`config.mk`:
```
export PLATFORM = sky130hd
export DESIGN_NAME = oled_text_console_flat
export DESIGN_NICKNAME = d
export VERILOG_FILES = /design/src/rtl/oled_text_console_if.sv /design/src/rtl/oled_text_console.sv /design/src/flat_wrapper.sv
export SDC_FILE = /design/constraint.sdc
export NUM_CORES = 1
export LEC_CHECK = 0
export CAP_MARGIN = 10
export CORE_MARGIN = 5
export CORE_UTILIZATION = 44
export CTS_BUF_LIST = sky130_fd_sc_hd__clkbuf_4 sky130_fd_sc_hd__clkbuf_8
export CTS_CLUSTER_SIZE = 40
export DETAILED_ROUTE_END_ITERATION = 6
export HOLD_SLACK_MARGIN = 0.02
export PLACE_DENSITY = 0.65
export SYNTH_ARGS = -nofsm -noshare
export SYNTH_HDL_FRONTEND = slang
export SYNTH_SLANG_ARGS = --single-unit
export TNS_END_PERCENT = 5
```
`constraint.sdc`:
```
create_clock -name clk -period 2.5 [get_ports clk]
set_clock_uncertainty 0.2 [all_clocks]
set_input_delay 0.375 -clock clk [delete_from_list [all_inputs] [get_ports clk]]
set_output_delay 0.375 -clock clk [all_outputs]
set_load 0.01 [all_outputs]
```
`src/rtl/oled_text_console_if.sv`:
```
// Byte-stream input and OLED driver request bundle for oled_text_console.
// master = byte source plus driver side (testbench/system), slave = the console itself.
interface oled_text_console_if;
   localparam int unsigned DATA_W = 8;
   localparam int unsigned ROW_W  = 2;
   localparam int unsigned COL_W  = 4;

   logic [DATA_W-1:0] in_data;
   logic              in_valid;
   logic              in_ready;
   logic              drv_ready;
   logic              showchar;
   logic              clear;
   logic [DATA_W-1:0] charval;
   logic [ROW_W-1:0]  char_row;
   logic [COL_W-1:0]  char_col;
   logic              busy;

   modport master (
      output in_data, in_valid, drv_ready,
      input  in_ready, showchar, clear, charval, char_row, char_col, busy
   );

   modport slave (
      input  in_data, in_valid, drv_ready,
      output in_ready, showchar, clear, charval, char_row, char_col, busy
   );
endinterface

```
`src/rtl/oled_text_console.sv`:
```
// Byte FIFO + 4x16 cursor tracker feeding one showchar/clear request at a time to the OLED driver.
// Optional feature: define OLED_CONSOLE_BACKSPACE_EN to interpret 0x08 as a destructive backspace.
module oled_text_console #(
   parameter int unsigned FIFO_DEPTH = 8
) (
   input logic              clk,
   input logic              rst,
   oled_text_console_if.slave bus
);

   localparam int unsigned AW     = (FIFO_DEPTH > 1) ? $clog2(FIFO_DEPTH) : 1;
   localparam int unsigned PW     = AW + 1;
   localparam int unsigned DATA_W = 8;
   localparam int unsigned ROW_W  = 2;
   localparam int unsigned COL_W  = 4;

   typedef enum logic [2:0] {
      S_IDLE,
      S_DECODE,
      S_ISSUE_C,
      S_ISSUE_K,
      S_ACK,
      S_DONE
   } state_t;

   state_t            state_q, state_d;
   logic [DATA_W-1:0] mem [FIFO_DEPTH];
   logic [PW-1:0]     wr_q, wr_d, rd_q, rd_d;
   logic [DATA_W-1:0] cmd_q, cmd_d;
   logic [DATA_W-1:0] charval_q, charval_d;
   logic [ROW_W-1:0]  row_q, row_d;
   logic [COL_W-1:0]  col_q, col_d;
   logic              show_q, show_d;
   logic              clr_q, clr_d;
   logic              kind_clr_q, kind_clr_d;
   logic              no_adv_q, no_adv_d;
   logic              in_ready_q, in_ready_d;
   logic              busy_q, busy_d;
   logic              empty, push;

   assign empty = (wr_q == rd_q);
   // in_ready_q always equals !full, so a push can never land on a full FIFO
   assign push  = bus.in_valid && in_ready_q;

   always_ff @(posedge clk) begin
      if (push) begin
         mem[wr_q[AW-1:0]] <= bus.in_data;
      end
   end

   // Next-state, cursor and request logic
   always_comb begin
      state_d    = state_q;
      wr_d       = push ? (wr_q + PW'(1)) : wr_q;
      rd_d       = rd_q;
      cmd_d      = cmd_q;
      charval_d  = charval_q;
      row_d      = row_q;
      col_d      = col_q;
      show_d     = 1'b0;
      clr_d      = 1'b0;
      kind_clr_d = kind_clr_q;
      no_adv_d   = no_adv_q;

      case (state_q)
         S_IDLE: begin
            if (!empty) begin
               cmd_d   = mem[rd_q[AW-1:0]];
               rd_d    = rd_q + PW'(1);
               state_d = S_DECODE;
            end
         end
         S_DECODE: begin
            state_d = S_IDLE;
            if (cmd_q inside {[8'h20:8'h7E]}) begin
               charval_d  = cmd_q;
               kind_clr_d = 1'b0;
               no_adv_d   = 1'b0;
               state_d    = S_ISSUE_C;
            end else begin
               case (cmd_q)
                  8'h0A: begin
                     col_d = '0;
                     row_d = row_q + ROW_W'(1);
                  end
                  8'h0D: col_d = '0;
                  8'h0C: begin
                     kind_clr_d = 1'b1;
                     no_adv_d   = 1'b0;
                     state_d    = S_ISSUE_K;
                  end
`ifdef OLED_CONSOLE_BACKSPACE_EN
                  // Erase by drawing a space one column back; the cursor stays there
                  8'h08: begin
                     if (col_q != '0) begin
                        col_d      = col_q - COL_W'(1);
                        charval_d  = 8'h20;
                        kind_clr_d = 1'b0;
                        no_adv_d   = 1'b1;
                        state_d    = S_ISSUE_C;
                     end
                  end
`endif
                  default: ;
               endcase
            end
         end
         S_ISSUE_C: begin
            if (bus.drv_ready) begin
               show_d  = 1'b1;
               state_d = S_ACK;
            end
         end
         S_ISSUE_K: begin
            if (bus.drv_ready) begin
               clr_d   = 1'b1;
               state_d = S_ACK;
            end
         end
         S_ACK: begin
            if (!bus.drv_ready) begin
               state_d = S_DONE;
            end
         end
         S_DONE: begin
            if (bus.drv_ready) begin
               state_d = S_IDLE;
               if (kind_clr_q) begin
                  row_d = '0;
                  col_d = '0;
               end else if (!no_adv_q) begin
                  col_d = col_q + COL_W'(1);
                  if (col_q == COL_W'(15)) begin
                     row_d = row_q + ROW_W'(1);
                  end
               end
            end
         end
         default: state_d = S_IDLE;
      endcase

      // Registered status reflects the post-edge FIFO/FSM state
      in_ready_d = !((wr_d[PW-1] != rd_d[PW-1]) && (wr_d[AW-1:0] == rd_d[AW-1:0]));
      busy_d     = (wr_d != rd_d) || (state_d != S_IDLE);
   end

   always_ff @(posedge clk) begin
      if (rst) begin
         state_q    <= S_IDLE;
         wr_q       <= '0;
         rd_q       <= '0;
         cmd_q      <= '0;
         charval_q  <= '0;
         row_q      <= '0;
         col_q      <= '0;
         show_q     <= 1'b0;
         clr_q      <= 1'b0;
         kind_clr_q <= 1'b0;
         no_adv_q   <= 1'b0;
         in_ready_q <= 1'b1;
         busy_q     <= 1'b0;
      end else begin
         state_q    <= state_d;
         wr_q       <= wr_d;
         rd_q       <= rd_d;
         cmd_q      <= cmd_d;
         charval_q  <= charval_d;
         row_q      <= row_d;
         col_q      <= col_d;
         show_q     <= show_d;
         clr_q      <= clr_d;
         kind_clr_q <= kind_clr_d;
         no_adv_q   <= no_adv_d;
         in_ready_q <= in_ready_d;
         busy_q     <= busy_d;
      end
   end

   assign bus.in_ready = in_ready_q;
   assign bus.showchar = show_q;
   assign bus.clear    = clr_q;
   assign bus.charval  = charval_q;
   assign bus.char_row = row_q;
   assign bus.char_col = col_q;
   assign bus.busy     = busy_q;

endmodule
```
`src/flat_wrapper.sv`:
```
// flat-port wrapper written by rule: the top's interface ports become plain ports
module oled_text_console_flat 
#(
   parameter int unsigned FIFO_DEPTH = 8
)
  (clk, rst, bus_in_data, bus_in_valid, bus_drv_ready, bus_in_ready, bus_showchar, bus_clear, bus_charval, bus_char_row, bus_char_col, bus_busy);
  oled_text_console_if bus_i ();
  input logic clk;
  input logic rst;
  input wire logic [$bits(bus_i.in_data)-1:0] bus_in_data;
  input wire logic [$bits(bus_i.in_valid)-1:0] bus_in_valid;
  input wire logic [$bits(bus_i.drv_ready)-1:0] bus_drv_ready;
  output wire logic [$bits(bus_i.in_ready)-1:0] bus_in_ready;
  output wire logic [$bits(bus_i.showchar)-1:0] bus_showchar;
  output wire logic [$bits(bus_i.clear)-1:0] bus_clear;
  output wire logic [$bits(bus_i.charval)-1:0] bus_charval;
  output wire logic [$bits(bus_i.char_row)-1:0] bus_char_row;
  output wire logic [$bits(bus_i.char_col)-1:0] bus_char_col;
  output wire logic [$bits(bus_i.busy)-1:0] bus_busy;
  assign bus_i.in_data = bus_in_data;
  assign bus_i.in_valid = bus_in_valid;
  assign bus_i.drv_ready = bus_drv_ready;
  assign bus_in_ready = bus_i.in_ready;
  assign bus_showchar = bus_i.showchar;
  assign bus_clear = bus_i.clear;
  assign bus_charval = bus_i.charval;
  assign bus_char_row = bus_i.char_row;
  assign bus_char_col = bus_i.char_col;
  assign bus_busy = bus_i.busy;
  oled_text_console #(.FIFO_DEPTH(FIFO_DEPTH)) u_core (.clk(clk), .rst(rst), .bus(bus_i));
endmodule
```
Word-level counts from Yosys, hierarchy flattened
Memories as Yosys holds them, arrays and structs flattened. A register that Yosys moved wholly into a read port is not among the register bits.
Index checks and enable logic that the tools add are counted.
{"block": "totals", "input_bits": 12, "out_inout_bits": 18, "wordCells": 89, "register_bits": 31, "mem_count": 1, "ram_bits": 64}
{"block": "op_classes", "muxes": 30, "addsub": 4, "n_bitwise": 3, "reduce_logical": 18, "n_eq_ne": 19, "order_cmp": 2}
{"memory": "u_core.mem", "words": 8, "word_bits": 8, "read_ports": 1, "rd_clocked_by_memory_dff": 1, "write_ports": 1, "line_no": "oled_text_console.sv:27", "source": "logic [DATA_W-1:0] mem [FIFO_DEPTH];"}
{"op": "$mux W4", "count": 8}
{"op": "$eq A8 B4 Y1 const B", "count": 3}
{"op": "$mux W3", "count": 5}
{"op": "$pmux W3 S5", "count": 1}
{"op": "$mux W2", "count": 7}
{"op": "$add A4 B1 Y4 const B", "count": 3}
{"op": "$ge A8 B6 Y1 const B", "count": 1}
{"op": "$le A8 B7 Y1 const B", "count": 1}
{"op": "$ne A2 B2 Y1 const B", "count": 4}
{"op": "$pmux W4 S2", "count": 1}
{"op": "$reduce_or A2 Y1", "count": 4}
{"op": "$mux W1", "count": 7}
{"op": "$eq A3 B2 Y1 const B", "count": 2}
{"op": "$eq A3 B3 Y1 const B", "count": 2}
{"op": "$reduce_and A2 Y1", "count": 3}
{"op": "$reduce_and A6 Y1", "count": 1}
{"op": "$reduce_and A5 Y1", "count": 1}
{"op": "$eq A4 B4 Y1", "count": 1}
{"op": "$eq A4 B4 Y1 const B", "count": 1}
{"op": "$ne A4 B4 Y1", "count": 1}
{"op": "$pmux W2 S2", "count": 1}
{"op": "$reduce_bool A2 Y1", "count": 2}
{"op": "$eq A3 B1 Y1 const B", "count": 1}
{"op": "$eq A3 B3 Y1", "count": 1}
{"op": "10 further kinds", "count": 14}

Longest topological paths before layout
Gate-level depths: netlist of run 1.
{"block": "depth", "ltp_word": 6, "ltp_mapped": 8, "ltp_nobuf": 6}

Worst setup path after synthesis of run 1
No wires, ideal clock.
{"block": "synth_path", "kind": "reg2reg", "from": "reg u_core.rd_q[0]", "to": "reg u_core.in_ready_q (netlist: u_core.bus.in_ready)", "setup_ns": 0.134, "path_stages_with_launch": 7, "t_arrival_ns": 1.870, "path_slack_ns": 0.296, "path_cell_list": "dfxtp_1 -> ha_1 -> or4_1 -> a41oi_2 -> nor3_4 -> xnor2_1 -> or4_1"}
{"block": "synth_via", "elab_chain_cells": 6}
{"item": "start: declaration", "line_no": "oled_text_console.sv:28", "source": "logic [PW-1:0] wr_q, wr_d, rd_q, rd_d;"}
{"item": "start signal: assignment", "line_no": "oled_text_console.sv:165", "source": "rd_q <= rd_d;"}
{"item": "$add A4 B1 Y4 / $eq A4 B4 Y1 (equally long branches)", "line_no": "oled_text_console.sv:69, oled_text_console.sv:41"}
{"item": "$mux W4", "line_no": "oled_text_console.sv:67", "source": "if (!empty) begin"}
{"item": "$mux W4 (*)", "line_no": "oled_text_console.sv:65", "source": "case (state_q)"}
{"item": "$eq A3 B3 Y1 / $ne A1 B1 Y1 (equally long branches)", "line_no": "oled_text_console.sv:143", "source": "in_ready_d = !((wr_d[PW-1] != rd_d[PW-1]) && (wr_d[AW-1:0] == rd_d[AW-1:0]));"}
{"item": "$logic_and A1 B1 Y1 (*)", "line_no": "oled_text_console.sv:143"}
{"item": "$logic_not A1 Y1 (*)", "line_no": "oled_text_console.sv:143"}
{"item": "end signal: assignment", "line_no": "oled_text_console.sv:174", "source": "in_ready_q <= in_ready_d;"}
{"item": "end: declaration", "line_no": "oled_text_console.sv:37", "source": "logic in_ready_q, in_ready_d;"}
Mark *: on every way between the ends. The rest lies on a longest branch, timed or not.
A chain may end at the register's enable or synchronous reset.

Final worst setup path of run 1
{"block": "layout_path", "from": "reg u_core.rd_q[1]", "to": "reg u_core.in_ready_q (netlist: u_core.bus.in_ready)"}
The elaborated chain is that of the path after synthesis.

==> impl_metrics.json, run 1 <==
{
  "status": "finished, final reports clean",
  "crit_arrival_ns": 2.45,
  "slew_violations": 0,
  "finalSetupViolCount": 0,
  "critPathLaunch": "u_core.rd_q[1]",
  "async_flop_share_pct": 0,
  "top_usage_layer": "met2",
  "cts_repair_resize_count": 0,
  "final_util_pct": 52.31,
  "cp-start-kind": "flip-flop",
  "ctsHoldBuffers": 0,
  "nNetsFinal": 364,
  "cts-root-buf": "clkbuf_8",
  "cts_buffers": 9,
  "mostFrequentLayoutCell": "edfxtp_1",
  "grt-ovfl-total": 0,
  "wl_per_cell_um": 16.77,
  "met3_usage_pct": 2.584,
  "dieArea_um2": 11980,
  "ir_drop_mv": 0.3205,
  "drive_above_1_share_pct": 16.67,
  "grt_usage_pct": 14.81,
  "routabilityCongestion": 0.8193,
  "met1_usage_pct": 18.88,
  "setup_tns_ns": 0,
  "final-hold-violation-count": 0,
  "syn_area_um2": 4352,
  "maxSlewHeadroom_pct": 72.78,
  "hold_class": "reg -> reg",
  "cts_tree": "done",
  "dpl.cell_count": 471,
  "synth_cell_types": 54,
  "path_buf_inv": 0,
  "yosysSeqAreaShare_pct": 61.64,
  "antenna_cells": 0,
  "final_cells": 487,
  "grt_pass1_wl_mm": 13.36,
  "p_total_mw": 4.214,
  "core_area_um2": 9729,
  "fin_crit_sh_pct": 95.68,
  "path_class": "reg -> reg",
  "ys.flop_type": "edfxtp_1",
  "required_ns": 2.56,
  "areaGrowthSynthToFinish_pct": 16.96,
  "vias": 2609,
  "syn_inst": 304,
  "crit_chain": "ha_1 > or4_1 > a41oi_2 > nor3_4 > xnor2_1 > or4_1",
  "worst_slew_pin_slew_ns": 0.4026,
  "crit_path_frequent_cell": "or4_1",
  "reg2reg_to": "u_core.bus.in_ready",
  "grt_pass1_vias": 2575,
  "met2_usage_pct": 24.72,
  "avgViaCountPerCell": 5.357,
  "endpoint": "u_core.bus.in_ready",
  "fmax_mhz": 418.1,
  "grt_setup_unrepaired": "no",
  "ys_warn_count": 0,
  "slowest_stage": "or4_1",
  "ys_ff_latch": 102,
  "worst-path-stages": 6,
  "cts_max_level": 3,
  "post_cts_buffers": 0,
  "avgSynthCellArea_um2": 14.31,
  "max_cap_violations": 0,
  "drt-pass1-iter-count": 4,
  "drt_iter0_drc": 86,
  "critPathMaxFanout": 6,
  "cp-end-kind": "flip-flop",
  "clk_latency_ns": 0.37,
  "worst_hold_slack_ns": 0.2904,
  "ant_nets": 0,
  "grt_antenna_before_repair": 0,
  "fp.dieH_um": 109.5,
  "clk_pin_slew_ns": 0.11,
  "wl_mm": 8.166,
  "rr_worst_depth": 6,
  "leakage_nw": 1.731,
  "cp_top_family": "simple AND/OR/NAND/NOR gates",
  "r2r_slack_ns": 0.11,
  "final_cell_mix": "edfxtp_1, dfxtp_1, nor2_1",
  "port_buffers": 29,
  "powerDensity_nw_per_um2": 827.9,
  "route.detailed.drc": 0,
  "clockBufferDepth": 2,
  "r2r-start": "u_core.rd_q[1]",
  "pin_count": 30,
  "synth_edf_count": 64,
  "clkSinkCount": 102,
  "syn-num-nets": 319,
  "critPathMaxStageDelay_ns": 0.47,
  "fp-row-count": 36,
  "place_hpwl_mm": 5.512,
  "die_w_um": 109.5,
  "grt_max_degree": 23,
  "start_util_pct": 44.73,
  "finalCriticalPeriod_ns": 2.392
}
==> state kept, by name, summed over array words and instances, names as in the netlist <==
name and flops:
u_core.bus.showchar 1, u_core.cmd_q 8, u_core.kind_clr_q 1, u_core.bus.char_row 2, u_core.bus.in_ready 1, u_core.wr_q 4
u_core.bus.busy 1, u_core.bus.clear 1, u_core.bus.char_col 4, u_core.rd_q 4, u_core.bus.charval 8, u_core.mem 64
u_core.state_q 3
==> cell families after synthesis <==
kind of cell    synth area share [%]
buf+inv                        2.444
compound gates                 6.814
fa+ha+maj                     0.8627
xor+xnor                       4.054
flops                          61.64
mux                            12.25
simple gates                   11.93
==> routing by layer <==
layer / vias to the layer above / routed length, µm
li1: 1255 / -
met1: 1300 / 3728
met2: 43 / 4010
met3: 11 / 278
met4: 0 / 149
met5: - / 0
==> through the flow <==
step | setup WS, ns | area [µm²]
2_1_floorplan | 0.2962 | 4352
3_3_place_gp | 0.09783 | 4875
3_5_place_dp | 0.03689 | 4875
4_1_cts | 0.1109 | 5090
5_1_grt | 0.02290 | 5090
6_report | 0.1080 | 5090
==> cell usage after synthesis (all sizes together), types with 2 or more instances <==
| cell type | n | area, µm² |
|---|---|---|
| clkbuf | 4 | 15.01 |
| nor4b | 2 | 17.52 |
| nand2b | 3 | 18.77 |
| buf | 11 | 68.81 |
| nor3 | 6 | 52.55 |
| xor2 | 5 | 43.79 |
| nand4 | 3 | 18.77 |
| a41oi | 4 | 42.55 |
| or3 | 2 | 12.51 |
| nand3 | 6 | 30.03 |
| dfxtp | 38 | 760.7 |
| xnor2 | 9 | 86.34 |
| nand2 | 9 | 33.78 |
| a31oi | 3 | 18.77 |
| o211ai | 2 | 25.02 |
| or3b | 2 | 17.52 |
| inv | 6 | 22.52 |
| or4 | 4 | 30.03 |
| and4 | 2 | 17.52 |
| ha | 3 | 37.54 |
| a211oi | 10 | 80.07 |
| a21oi | 11 | 55.05 |
| edfxtp | 64 | 1922 |
| nor3b | 4 | 30.03 |
| nand3b | 2 | 15.01 |
| mux4 | 16 | 382.9 |
| nor2 | 33 | 123.9 |
| nor2b | 8 | 50.05 |
| mux2i | 15 | 150.1 |
| o21ai | 3 | 15.01 |
==> where the power goes <==
part           switching (mW)  total (mW)  internal (mW)  leakage (nW)
registers               0.154        2.08           1.92         0.891
logic                   0.517        1.06          0.544         0.732
clock network           0.665        1.08          0.412         0.108
total                    1.34        4.21           2.88          1.73
==> area by class of cell <==
cell class,instances,area [µm²]
clock inverter,7,91.34
fill,843,4639
timing repair buffer,49,440.4
inverter,6,22.52
sequential,102,2683
multi-input combinational,181,1563
tap,133,166.4
clock buffer,9,123.9
==> worst min-delay path by stage <==
stage                                 startpoint                     end  slack (ns)  cells after the start
final                      u_core.bus.charval[7]   u_core.bus.charval[7]        0.29                      1
after global routing       u_core.bus.charval[7]   u_core.bus.charval[7]        0.32                      1
after floorplan                   bus_in_data[0]        u_core.mem[0][0]        0.27                      0
after CTS                 u_core.bus.char_row[0]  u_core.bus.char_row[0]        0.30                      2
after detailed placement  u_core.bus.char_row[0]  u_core.bus.char_row[0]        0.28                      2
after global placement     u_core.bus.charval[7]   u_core.bus.charval[7]        0.27                      1
Power figures use the tool's default switching activity.
==> run 2, diff against run 1 <==
==> constraint.sdc (replaced) <==
create_clock -name clk -period 2.5 [get_ports clk]
set_clock_uncertainty 0.2 [all_clocks]
set_input_delay 0.25 -clock clk [delete_from_list [all_inputs] [get_ports clk]]
set_output_delay 0.25 -clock clk [all_outputs]
set_load 0.01 [all_outputs]
==> run 2 against run 1 <==
Worst hold slack worse by 0.012 ns. Final cell count grew 0.41%. Sequential share of layout area barely moved. Non-clock buffer count grew 2. Critical path depth is the same. Power is 0.83% lower. Critical endpoint unchanged. Largest cell class unchanged.
==> impl_metrics.json, run 2 (synthesized netlist as in run 1, its figures left out) <==
{
  "status": "finished, final reports clean",
  "sequentialPowerShare_pct": 49.6,
  "drt_iter0_drc": 152,
  "grt_antenna_before_repair": 0,
  "cts_max_level": 3,
  "wl_per_cell_um": 16.56,
  "final-hold-violation-count": 0,
  "clk_latency_ns": 0.36,
  "ir_drop_mv": 0.4500,
  "ctsHoldBuffers": 0,
  "route.detailed.drc": 0,
  "port_buffers": 29,
  "hold_class": "reg -> reg",
  "p_clk_share_pct": 24.5,
  "grt_pass1_vias": 2580,
  "worst_slew_pin_slew_ns": 0.4759,
  "cts_buffers": 9,
  "largest_register_ffs": 64,
  "post_cts_buffers": 0,
  "cts_repair_resize_count": 0,
  "final_cell_mix": "edfxtp_1, dfxtp_1, nor2_1",
  "clk_pin_slew_ns": 0.11,
  "grt_setup_unrepaired": "no",
  "fmax_mhz": 438.8,
  "path_class": "reg -> reg",
  "required_ns": 2.55,
  "drt-pass1-iter-count": 4,
  "p_int_mw": 2.868,
  "antenna_cells": 0,
  "dieArea_um2": 11980,
  "finalSetupViolCount": 0,
  "critPathMaxFanout": 3,
  "setup_tns_ns": 0,
  "p_sw_share_pct": 31.37,
  "die_w_um": 109.5,
  "wl_mm": 8.098,
  "ant_nets": 0,
  "start_util_pct": 44.73,
  "clkSinkCount": 102,
  "cp-end-kind": "flip-flop",
  "areaGrowthSynthToFinish_pct": 16.88,
  "cts_tree": "done",
  "fp-row-count": 36,
  "powerDensity_nw_per_um2": 821.6,
  "max_cap_violations": 0,
  "grt_usage_pct": 14.67,
  "maxSlewHeadroom_pct": 68.23,
  "nNetsFinal": 366,
  "p_comb_share_pct": 26.0,
  "core_area_um2": 9729,
  "fp.dieH_um": 109.5,
  "grt_pass1_wl_mm": 13.21,
  "clockBufferDepth": 2,
  "cp-start-kind": "flip-flop",
  "p_sw_mw": 1.311,
  "mostFrequentLayoutCell": "edfxtp_1",
  "drive_above_1_share_pct": 17.13,
  "finalCriticalPeriod_ns": 2.279,
  "fillCellCount": 850,
  "routabilityCongestion": 0.8002,
  "fin_crit_sh_pct": 91.16,
  "slew_violations": 0,
  "crit_arrival_ns": 2.33,
  "worst_hold_slack_ns": 0.2784,
  "grt-ovfl-total": 0,
  "vias": 2582,
  "place_hpwl_mm": 5.555,
  "leakage_nw": 1.731,
  "avgViaCountPerCell": 5.280,
  "pin_count": 30,
  "r2r_slack_ns": 0.22,
  "cts-root-buf": "clkbuf_8",
  "grt_max_degree": 21
}
==> run 2: cell types whose count changed in the layout (fill, tap and decap cells not counted), sizes merged <==
cell	before	now
clkinv	3	2
buf	20	22
clkinvlp	0	1
==> run 2: cell type report <==
cell class | instances | area [µm²] | share of cell area [%]
Multi-Input combinational cell | 181 | 1563 | 30.73
Clock inverter | 7 | 72.57 | 1.427
Timing Repair Buffer | 51 | 455.4 | 8.954
Clock buffer | 9 | 123.9 | 2.435
Inverter | 6 | 22.52 | 0.4428
Sequential cell | 102 | 2683 | 52.74
Tap cell | 133 | 166.4 | 3.272
==> run 2: per-layer routing <==
metal / GRT usage [%] / wire, µm
met1: 18.89 / 3625
met2: 24.80 / 4113
met3: 2.349 / 247
met4: 5.877 / 112
met5: 0 / 0
==> run 2: worst paths after layout <==
path,from,to,cells after the start
setup / recovery,u_core.rd_q[0],u_core.bus.in_ready,6
hold / removal,u_core.bus.charval[7],u_core.bus.charval[7],1
setup reg to reg,u_core.rd_q[0],u_core.bus.in_ready,6
hold reg to reg,u_core.bus.charval[7],u_core.bus.charval[7],1
==> run 2: power by group through the flow <==
| stage | Clock (mW) | Sequential [mW] | Combinational, mW |
|---|---|---|---|
| finish | 1.02 | 2.07 | 1.08 |
| global route | 1.12 | 2.09 | 1.20 |
| CTS | 1.05 | 2.07 | 1.10 |
| detailed placement | 0 | 2.11 | 1.09 |
| global placement | 0 | 2.10 | 1.06 |
| floorplan | 0 | 2.06 | 0.844 |
==> run 2: per-stage QoR <==
step	power [mW]	cells	worst slack, ns	area, µm²	utilization, %
after floorplan	2.907	304	0.2962	4352	-
after global placement	3.165	473	0.2329	4890	50.26
after detailed placement	3.199	473	0.1895	4890	50.26
after CTS	4.218	489	0.2140	5086	52.28
after global routing	4.411	489	0.1041	5086	52.28
final	4.179	489	0.2210	5086	52.28
==> run 2: critical path, stage by stage (launching register included) <==
cell	delay (ns)
dfxtp_1	0.33
ha_1	0.31
or4_1	0.45
a41oi_2	0.22
nor3_4	0.08
xnor2_1	0.12
or4_1	0.45
==> run 3, diff against run 2 <==
SETUP_SLACK_MARGIN = 0.1   (was unset)
==> results of run 3 <==
No change in the layout: final DEF, timing and power equal those of run 2.
